<file path="src/rtl/instruction_fetch_unit.sv">
// Instruction fetch stage: owns PC, instruction MAR and IR, and runs a req/ack read
// against instruction memory with an ack timeout that substitutes a NOP and flags a fault.
module instruction_fetch_unit #(
    parameter int unsigned        ADDR_W      = 8,
    parameter int unsigned        DATA_W      = 16,
    parameter int unsigned        ACK_TIMEOUT = 15,
    parameter logic [DATA_W-1:0]  NOP_WORD    = '0
) (
    input  logic              clk,
    input  logic              reset,
    input  logic              signal_PC,
    input  logic              signal_PC_sel,
    input  logic              signal_I_MAR,
    input  logic              signal_read_I_mem,
    input  logic              signal_IR,
    input  logic [ADDR_W-1:0] jump_addr,
    output logic [ADDR_W-1:0] mem_addr,
    output logic              mem_req,
    input  logic [DATA_W-1:0] mem_rdata,
    input  logic              mem_ack,
    output logic [DATA_W-1:0] instruction,
    output logic [ADDR_W-1:0] pc,
    output logic              fetch_busy,
    output logic              fetch_fault
);

    typedef enum logic [1:0] {
        S_IDLE,
        S_WAIT,
        S_HOLD
    } state_e;

    state_e             state_q, state_d;
    logic [ADDR_W-1:0]  pc_q, pc_d;
    logic [ADDR_W-1:0]  mar_q, mar_d;
    logic [ADDR_W-1:0]  addr_q, addr_d;
    logic               req_q, req_d;
    logic [7:0]         cnt_q, cnt_d;
    logic [DATA_W-1:0]  buf_q, buf_d;
    logic [DATA_W-1:0]  instr_q, instr_d;
    logic               pend_q, pend_d;
    logic               fault_q, fault_d;

    logic [ADDR_W-1:0]  tgt;
    logic               ir_want;

    always_comb begin
        state_d = state_q;
        pc_d    = pc_q;
        mar_d   = mar_q;
        addr_d  = addr_q;
        req_d   = req_q;
        cnt_d   = cnt_q;
        buf_d   = buf_q;
        instr_d = instr_q;
        pend_d  = pend_q;
        fault_d = fault_q;

        tgt     = signal_PC_sel ? jump_addr : pc_q;
        ir_want = pend_q | signal_IR;

        // MAR captures the target itself; PC always ends up one past it
        if (signal_I_MAR) begin
            mar_d = tgt;
        end
        if (signal_PC) begin
            pc_d = tgt + ADDR_W'(1);
        end

        case (state_q)
            S_IDLE: begin
                if (signal_read_I_mem) begin
                    addr_d  = mar_q;
                    req_d   = 1'b1;
                    cnt_d   = 8'd0;
                    state_d = S_WAIT;
                end
            end
            S_WAIT: begin
                if (mem_ack) begin
                    buf_d   = mem_rdata;
                    req_d   = 1'b0;
                    state_d = S_HOLD;
                    if (ir_want) begin
                        instr_d = mem_rdata;
                        pend_d  = 1'b0;
                    end
                end else if (cnt_q == 8'(ACK_TIMEOUT)) begin
                    buf_d   = NOP_WORD;
                    req_d   = 1'b0;
                    fault_d = 1'b1;
                    state_d = S_HOLD;
                    if (ir_want) begin
                        instr_d = NOP_WORD;
                        pend_d  = 1'b0;
                    end
                end else begin
                    cnt_d = cnt_q + 8'd1;
                    if (signal_IR) begin
                        pend_d = 1'b1;
                    end
                end
            end
            S_HOLD: begin
                if (signal_IR) begin
                    instr_d = buf_q;
                end
                // Back-to-back read: buf_q still feeds this cycle's IR load
                if (signal_read_I_mem) begin
                    addr_d  = mar_q;
                    req_d   = 1'b1;
                    cnt_d   = 8'd0;
                    state_d = S_WAIT;
                end
            end
            default: begin
                state_d = S_IDLE;
                req_d   = 1'b0;
            end
        endcase
    end

    always_ff @(posedge clk or negedge reset) begin
        if (!reset) begin
            state_q <= S_IDLE;
            pc_q    <= '0;
            mar_q   <= '0;
            addr_q  <= '0;
            req_q   <= 1'b0;
            cnt_q   <= 8'd0;
            buf_q   <= '0;
            instr_q <= '0;
            pend_q  <= 1'b0;
            fault_q <= 1'b0;
        end else begin
            state_q <= state_d;
            pc_q    <= pc_d;
            mar_q   <= mar_d;
            addr_q  <= addr_d;
            req_q   <= req_d;
            cnt_q   <= cnt_d;
            buf_q   <= buf_d;
            instr_q <= instr_d;
            pend_q  <= pend_d;
            fault_q <= fault_d;
        end
    end

    assign mem_addr    = addr_q;
    assign mem_req     = req_q;
    assign instruction = instr_q;
    assign pc          = pc_q;
    assign fetch_busy  = (state_q == S_WAIT) | pend_q;
    assign fetch_fault = fault_q;

endmodule

</file>
<file path="config.mk">
export PLATFORM = sky130hd
export DESIGN_NAME = instruction_fetch_unit
export DESIGN_NICKNAME = d
export VERILOG_FILES = /design/src/rtl/instruction_fetch_unit.sv
export SDC_FILE = /design/constraint.sdc
export NUM_CORES = 1
export LEC_CHECK = 0
export ABC_CLOCK_PERIOD_IN_PS = 5200
export CAP_MARGIN = 10
export CORE_AREA = 2 2 81 83
export CTS_CLUSTER_SIZE = 24
export DETAILED_ROUTE_END_ITERATION = 8
export DIE_AREA = 0 0 83 85
export MAX_ROUTING_LAYER = met4
export PLACE_DENSITY = 0.91
export REMOVE_ABC_BUFFERS = 1
export SYNTH_ARGS = -nofsm -noshare
export SYNTH_HDL_FRONTEND = slang
export SYNTH_SLANG_ARGS = --single-unit
</file>
<file path="constraint.sdc">
create_clock -name clk -period 5.2 [get_ports clk]
set_input_delay 0.78 -clock clk [delete_from_list [all_inputs] [get_ports clk]]
set_output_delay 0.78 -clock clk [all_outputs]
set_load 0.01 [all_outputs]
</file>
==> results.cfg, run 1 <==
[worst_setup_path]
cp_slowest_cell = clkdlybuf4s50_1
critPathBufInv = 2
start_kind = input port
crit_fanout = 21
cp_cell_sequence = clkdlybuf4s50_1 > mux2i_1 > inv_1 > ha_1 > a21boi_0 > a311oi_1 > a311oi_1
slowest_delay_ps = 960
crit_family = buffers and inverters
required_ps = 5440
path_class = in -> reg
worstPathArrival_ps = 3120
r2r_start = state_q[0]
startpoint = signal_PC_sel
worst_path_most_repeated_cell = a311oi_1
cp-end-kind = flop

[clock_network]
cts_sinks = 69
cts_tree = yes
clk_pin_slew_ps = 70
cts_setup_buffers = 0
htreeDepth = 3
clk_latency_ps = 340
numCtsBuffers = 9
root_buffer = clkbuf_8
clock_path_buffers = 2
ctsResizeCount = 0
postCtsHoldBufs = 0

[global_routing]
grt_pass1_wl_mm = 12.3
grt_pass1_vias = 2637
grt_start_max_net_pins = 70
antenna_found_initial = 0
grt-ovfl-total = 0
grt_usage_pct = 22.3

[power_and_ir_drop]
p_per_area_mw_per_mm2 = 451
p_leak_nw = 1.81
irDropWorstVdd_v = 0.000277
finalPower_mw = 1.88

[logic_synthesis]
synthesis.area_mm2 = 0.00334
synth.avg_cell_area_um2 = 10.5
ys_ff_latch = 69
synth_top_area_cell = dfrtp_1
synth_cells = 317
ys_seq_area_share_pct = 51.7
synth.area.top_cells = dfrtp_1 52%, nand2_1 7.0%, a32o_1 4.8%, mux2_4 4.5%, mux2_2 4.0%
synth_top_area_share_pct = 51.7
ys_warn_count = 0
async_reset_ff_share_pct = 100
synth_edf_count = 0
synth_flop_cell = dfrtp_1
synthDistinctLibCells = 52

[die]
die_area_mm2 = 0.00706
die_height_um = 85
row_count = 29
die_w_um = 83
io_pins = 67
coreArea_mm2 = 0.00620
initial_core_util_pct = 53.8

[hold_path]
hold_start = fetch_fault
holdCritPathClass = reg -> reg

[finish]
drive_above_1_share_pct = 12.7
multiInputGateArea_mm2 = 0.00147
final.fill_count = 461
syn_to_final_growth_pct = 24.5
instances_no_fill = 456
nNetsFinal = 410
antenna_cells = 0
register_area_mm2 = 0.00173

[routing]
drt_wl_total_mm = 7.26
wl_per_cell_um = 15.9
vias = 2607
drt_pass1_iterations = 4
drt_iter0_drc = 124
drc = 0
drtAntennaViolNets = 0
vias_per_cell = 5.72

[sta]
fin_skew_ps = 6.43
clock.fmax_mhz = 347
period_needed_ps = 2880
hold_violations = 0
finalSetupViolations = 0
maxSlewHeadroom_pct = 23.9
period_share_pct = 55.4
hold_ws_ps = 468
drv_slew = 0
worst_pin_slew_ps = 1140
rsz0062_at_grt = false
setup_tns_ps = 0

[placed_design]
dpl.cell_count = 442
hpwl_mm = 4.96
gp_congestion = 0.840
portBuffers = 66

[run]
maxCapViolCount = 0

[status]
outcome = completed
-- worst paths after layout --
check | to | slack (ps) | depth (start not counted)
hold / removal | fetch_fault | 470 | 1
hold reg to reg | fetch_fault | 470 | 1
min in group asynchronous | instruction[3] | 620 | 2
setup reg to reg | instruction[4] | 2580 | 4
setup / recovery | pc[6] | 2320 | 7
max in group asynchronous | mem_addr[5] | 4000 | 2
-- cell families after synthesis --
group,after synthesis,synth area share (%)
muxes,32,11.5
DFF,69,51.7
buffers and inverters,27,4.31
AOI/OAI and AO/OA,72,15.2
adders and majority gates,2,0.749
and+or+nand+nor,109,14.9
xor gates and xnor gates,6,1.57
-- registers in the layout, indices dropped and copies added, names as in the netlist --
| register | cells |
|---|---|
| mar_q | 8 |
| pc | 8 |
| cnt_q | 8 |
| pend_q | 1 |
| mem_req | 1 |
| mem_addr | 8 |
| fetch_fault | 1 |
| state_q | 2 |
| instruction | 16 |
| buf_q | 16 |
-- power breakdown --
part / leakage (nW) / switching, mW / total, mW / internal (mW)
clock network: 0.0881 / 0.189 / 0.382 / 0.192
logic: 0.864 / 0.272 / 0.658 / 0.386
registers: 0.857 / 0.121 / 0.837 / 0.716
-- area by class of cell --
type	instances	area share (%)
multi-input cells	221	35.4
clock inverters	2	0.241
repair buffers	68	16.1
well taps	77	2.32
inverters	7	0.632
clock buffers	12	3.73
flip-flops and latches	69	41.5
-- worst reg2reg max path, stage by stage (launching register included) --
cell and delay (ps):
dfrtp_1 470, nor2b_2 910, o21ba_2 230, o31a_2 500
mux2_2 410
-- layer usage --
metal / global-route usage, % / part of all wire (%) / vias up / routed length [um]
met1: 28.0 / 45 / 1276 / 3280
li1: - / - / 1235 / -
met2: 35.6 / 49 / 87 / 3530
met4: 7.45 / 1.2 / 0 / 85
met5: - / 0 / - / 0
met3: 6.03 / 5.1 / 9 / 368
-- cells in the final DEF (no fill, tap or decap), types with 2 or more instances in the layout --
master           instances
dfrtp_1                 69
clkdlybuf4s50_1         65
nand2_1                 62
o21ai_0                 21
nor2_1                  16
a32o_1                  16
a21oi_1                 15
mux2_2                  12
clkbuf_8                11
mux2i_1                 10
mux2_4                  10
inv_1                    7
nand3_1                  5
nand2b_1                 4
xnor2_1                  4
nor2b_1                  3
and3_1                   3
nand3b_1                 2
a311oi_1                 2
a221oi_1                 2
xor2_1                   2
and2_1                   2
o211ai_1                 2
or3_1                    2
a21o_1                   2
ha_1                     2
clkinv_2                 2
buf_4                    2
-- metrics by stage --
| step | cell area (um^2) | util, % | setup slack, ps |
|---|---|---|---|
| global placement | 3990 | 64.3 | 2120 |
| detailed placement | 3990 | 64.3 | 2000 |
| CTS | 4160 | 67.0 | 2370 |
| floorplan | 3220 | - | 2630 |
| finish | 4160 | 67.0 | 2320 |
| global route | 4160 | 67.0 | 2150 |
-- Yosys cell counts, types with 2 or more instances --
library cell and count:
a21o_1 2, a21oi_1 15, a221oi_1 2, a311oi_1 2
a32o_1 16, and2_1 2, and3_1 3, buf_1 2
buf_4 2, clkbuf_1 12, dfrtp_1 69, ha_1 2
inv_1 7, mux2_2 12, mux2_4 10, mux2i_1 10
nand2_1 62, nand2b_1 4, nand3_1 5, nand3b_1 2
nor2_1 16, nor2b_1 4, o211ai_1 2, o21ai_0 21
or3_1 2, xnor2_1 4, xor2_1 2
Note: power is estimated with default switching activity, not from simulation.
==> inputs of run 2 (changes only) <==
ABC_CLOCK_PERIOD_IN_PS = 2750   (was 5200)
CORE_AREA = 2 2 84 86   (was 2 2 81 83)
DIE_AREA = 0 0 86 88   (was 0 0 83 85)
PLACE_DENSITY = 0.86   (was 0.91)
clock period = 2.75 ns   (was 5.2 ns; I/O delays follow)
==> results.cfg, run 2 (synthesized netlist as in run 1, its figures left out) <==
[power_and_ir_drop]
combPwrFrac_pct = 33.5
p_per_area_mw_per_mm2 = 883
switching_share_pct = 30.3
irDropWorstVdd_v = 0.000438
switchingPower_mw = 1.14
power.internal_mw = 2.63
seq_power_share_pct = 42.0
finalPower_mw = 3.77
p_leak_nw = 1.86
p_clk_share_pct = 24.6

[routing]
drt_wl_total_mm = 7.61
drt_pass1_iterations = 4
vias = 2695
drc = 0
drtAntennaViolNets = 0
drt_iter0_drc = 122
vias_per_cell = 5.78
wl_per_cell_um = 16.3

[clock_network]
clk_latency_ps = 340
cts_tree = yes
cts_setup_buffers = 0
clock_path_buffers = 2
ctsResizeCount = 0
htreeDepth = 3
numCtsBuffers = 9
cts_sinks = 69
root_buffer = clkbuf_8
clk_pin_slew_ps = 80

[worst_setup_path]
path_class = reg -> out
rrSetupSlack_ps = 580
cp-end-kind = primary output
start_kind = flop
worstPathArrival_ps = 1960
required_ps = 2340
crit_fanout = 20

[global_routing]
grt_start_max_net_pins = 68
antenna_found_initial = 0
grt-ovfl-total = 0
grt_usage_pct = 21.4
grt_pass1_wl_mm = 12.2
grt_pass1_vias = 2662

[sta]
period_share_pct = 86.4
hold_violations = 0
setup_tns_ps = 0
hold_ws_ps = 401
finalSetupViolations = 0
period_needed_ps = 2380
rsz0062_at_grt = false
clock.fmax_mhz = 421
worst_slack_ps = 375
drv_slew = 0
maxSlewHeadroom_pct = 49.6
worst_pin_slew_ps = 756
fin_skew_ps = 8.69

[finish]
stdcell_area_mm2 = 0.00427
post-route-util_pct = 64.3
instances_no_fill = 466
final_common_cell = dfrtp_1
syn_to_final_growth_pct = 27.9
layout_common_cells = 69 x dfrtp_1, 65 x clkdlybuf4s50_1, 62 x nand2_1
antenna_cells = 0
drive_above_1_share_pct = 14.2
nNetsFinal = 415

[die]
initial_core_util_pct = 50.3
io_pins = 67
die_height_um = 88
coreArea_mm2 = 0.00664
row_count = 30
die_w_um = 86
die_area_mm2 = 0.00757

[run]
maxCapViolCount = 0

[placed_design]
dpl.cell_count = 449
portBuffers = 66
place_area_mm2 = 0.00404
place_ws_ps = 154
hpwl_mm = 5.19
gp_congestion = 0.906

[hold_path]
holdCritPathClass = in -> async

[status]
outcome = completed
## run 2: cell types whose count changed in the layout (fill, tap and decap cells not counted)
cell | previous run | this run
clkbuf_8 | 11 | 10
dlygate4sd3_1 | 0 | 1
clkinv_4 | 0 | 1
clkinvlp_4 | 0 | 1
bufinv_16 | 0 | 2
clkbuf_1 | 1 | 0
buf_12 | 0 | 1
buf_4 | 2 | 5
## run 2: per-layer routing
layer / track usage, % / part of all wire, %
met5: - / 0
met4: 8.80 / 2.2
met3: 5.94 / 6.2
met2: 34.7 / 48
met1: 25.2 / 43
## run 2: repair_timing
action	in CTS	in global routing
endpoints found under the hold margin	2	0
setup endpoints to repair	0	0
hold buffers	1	0
## run 2: path summary, 6_finish.rpt
kind                                         to  cells past startpoint   startpoint
worst max-delay path                 fetch_busy                      3   state_q[0]
worst min-delay path            instruction[12]                      2        reset
worst max register to register  instruction[15]                      4     cnt_q[4]
worst min register to register      fetch_fault                      1  fetch_fault
max in group asynchronous           fetch_fault                      3        reset
min in group clk                    fetch_fault                      1  fetch_fault
## run 2: final cells by class
type | instances | area, um^2
tap | 80 | 100
multi-input combinational | 221 | 1470
fill | 513 | 2370
timing repair buffer | 73 | 723
clock buffer | 10 | 138
inverter | 7 | 26.3
sequential | 69 | 1730
clock inverter | 6 | 86.3
## run 2: power groups by stage
| stage | combinational (mW) | sequential [mW] | clock, mW |
|---|---|---|---|
| floorplan | 0.566 | 1.64 | 0 |
| global placement | 1.22 | 1.58 | 0 |
| detailed placement | 1.26 | 1.60 | 0 |
| CTS | 1.28 | 1.59 | 0.933 |
| global route | 1.37 | 1.63 | 0.982 |
| finish | 1.26 | 1.58 | 0.926 |
## run 2: critical path: stages (launching register included)
cell and delay [ps]:
dfrtp_1 470, and2b_2 370, or2_2 320, clkdlybuf4s50_1 480
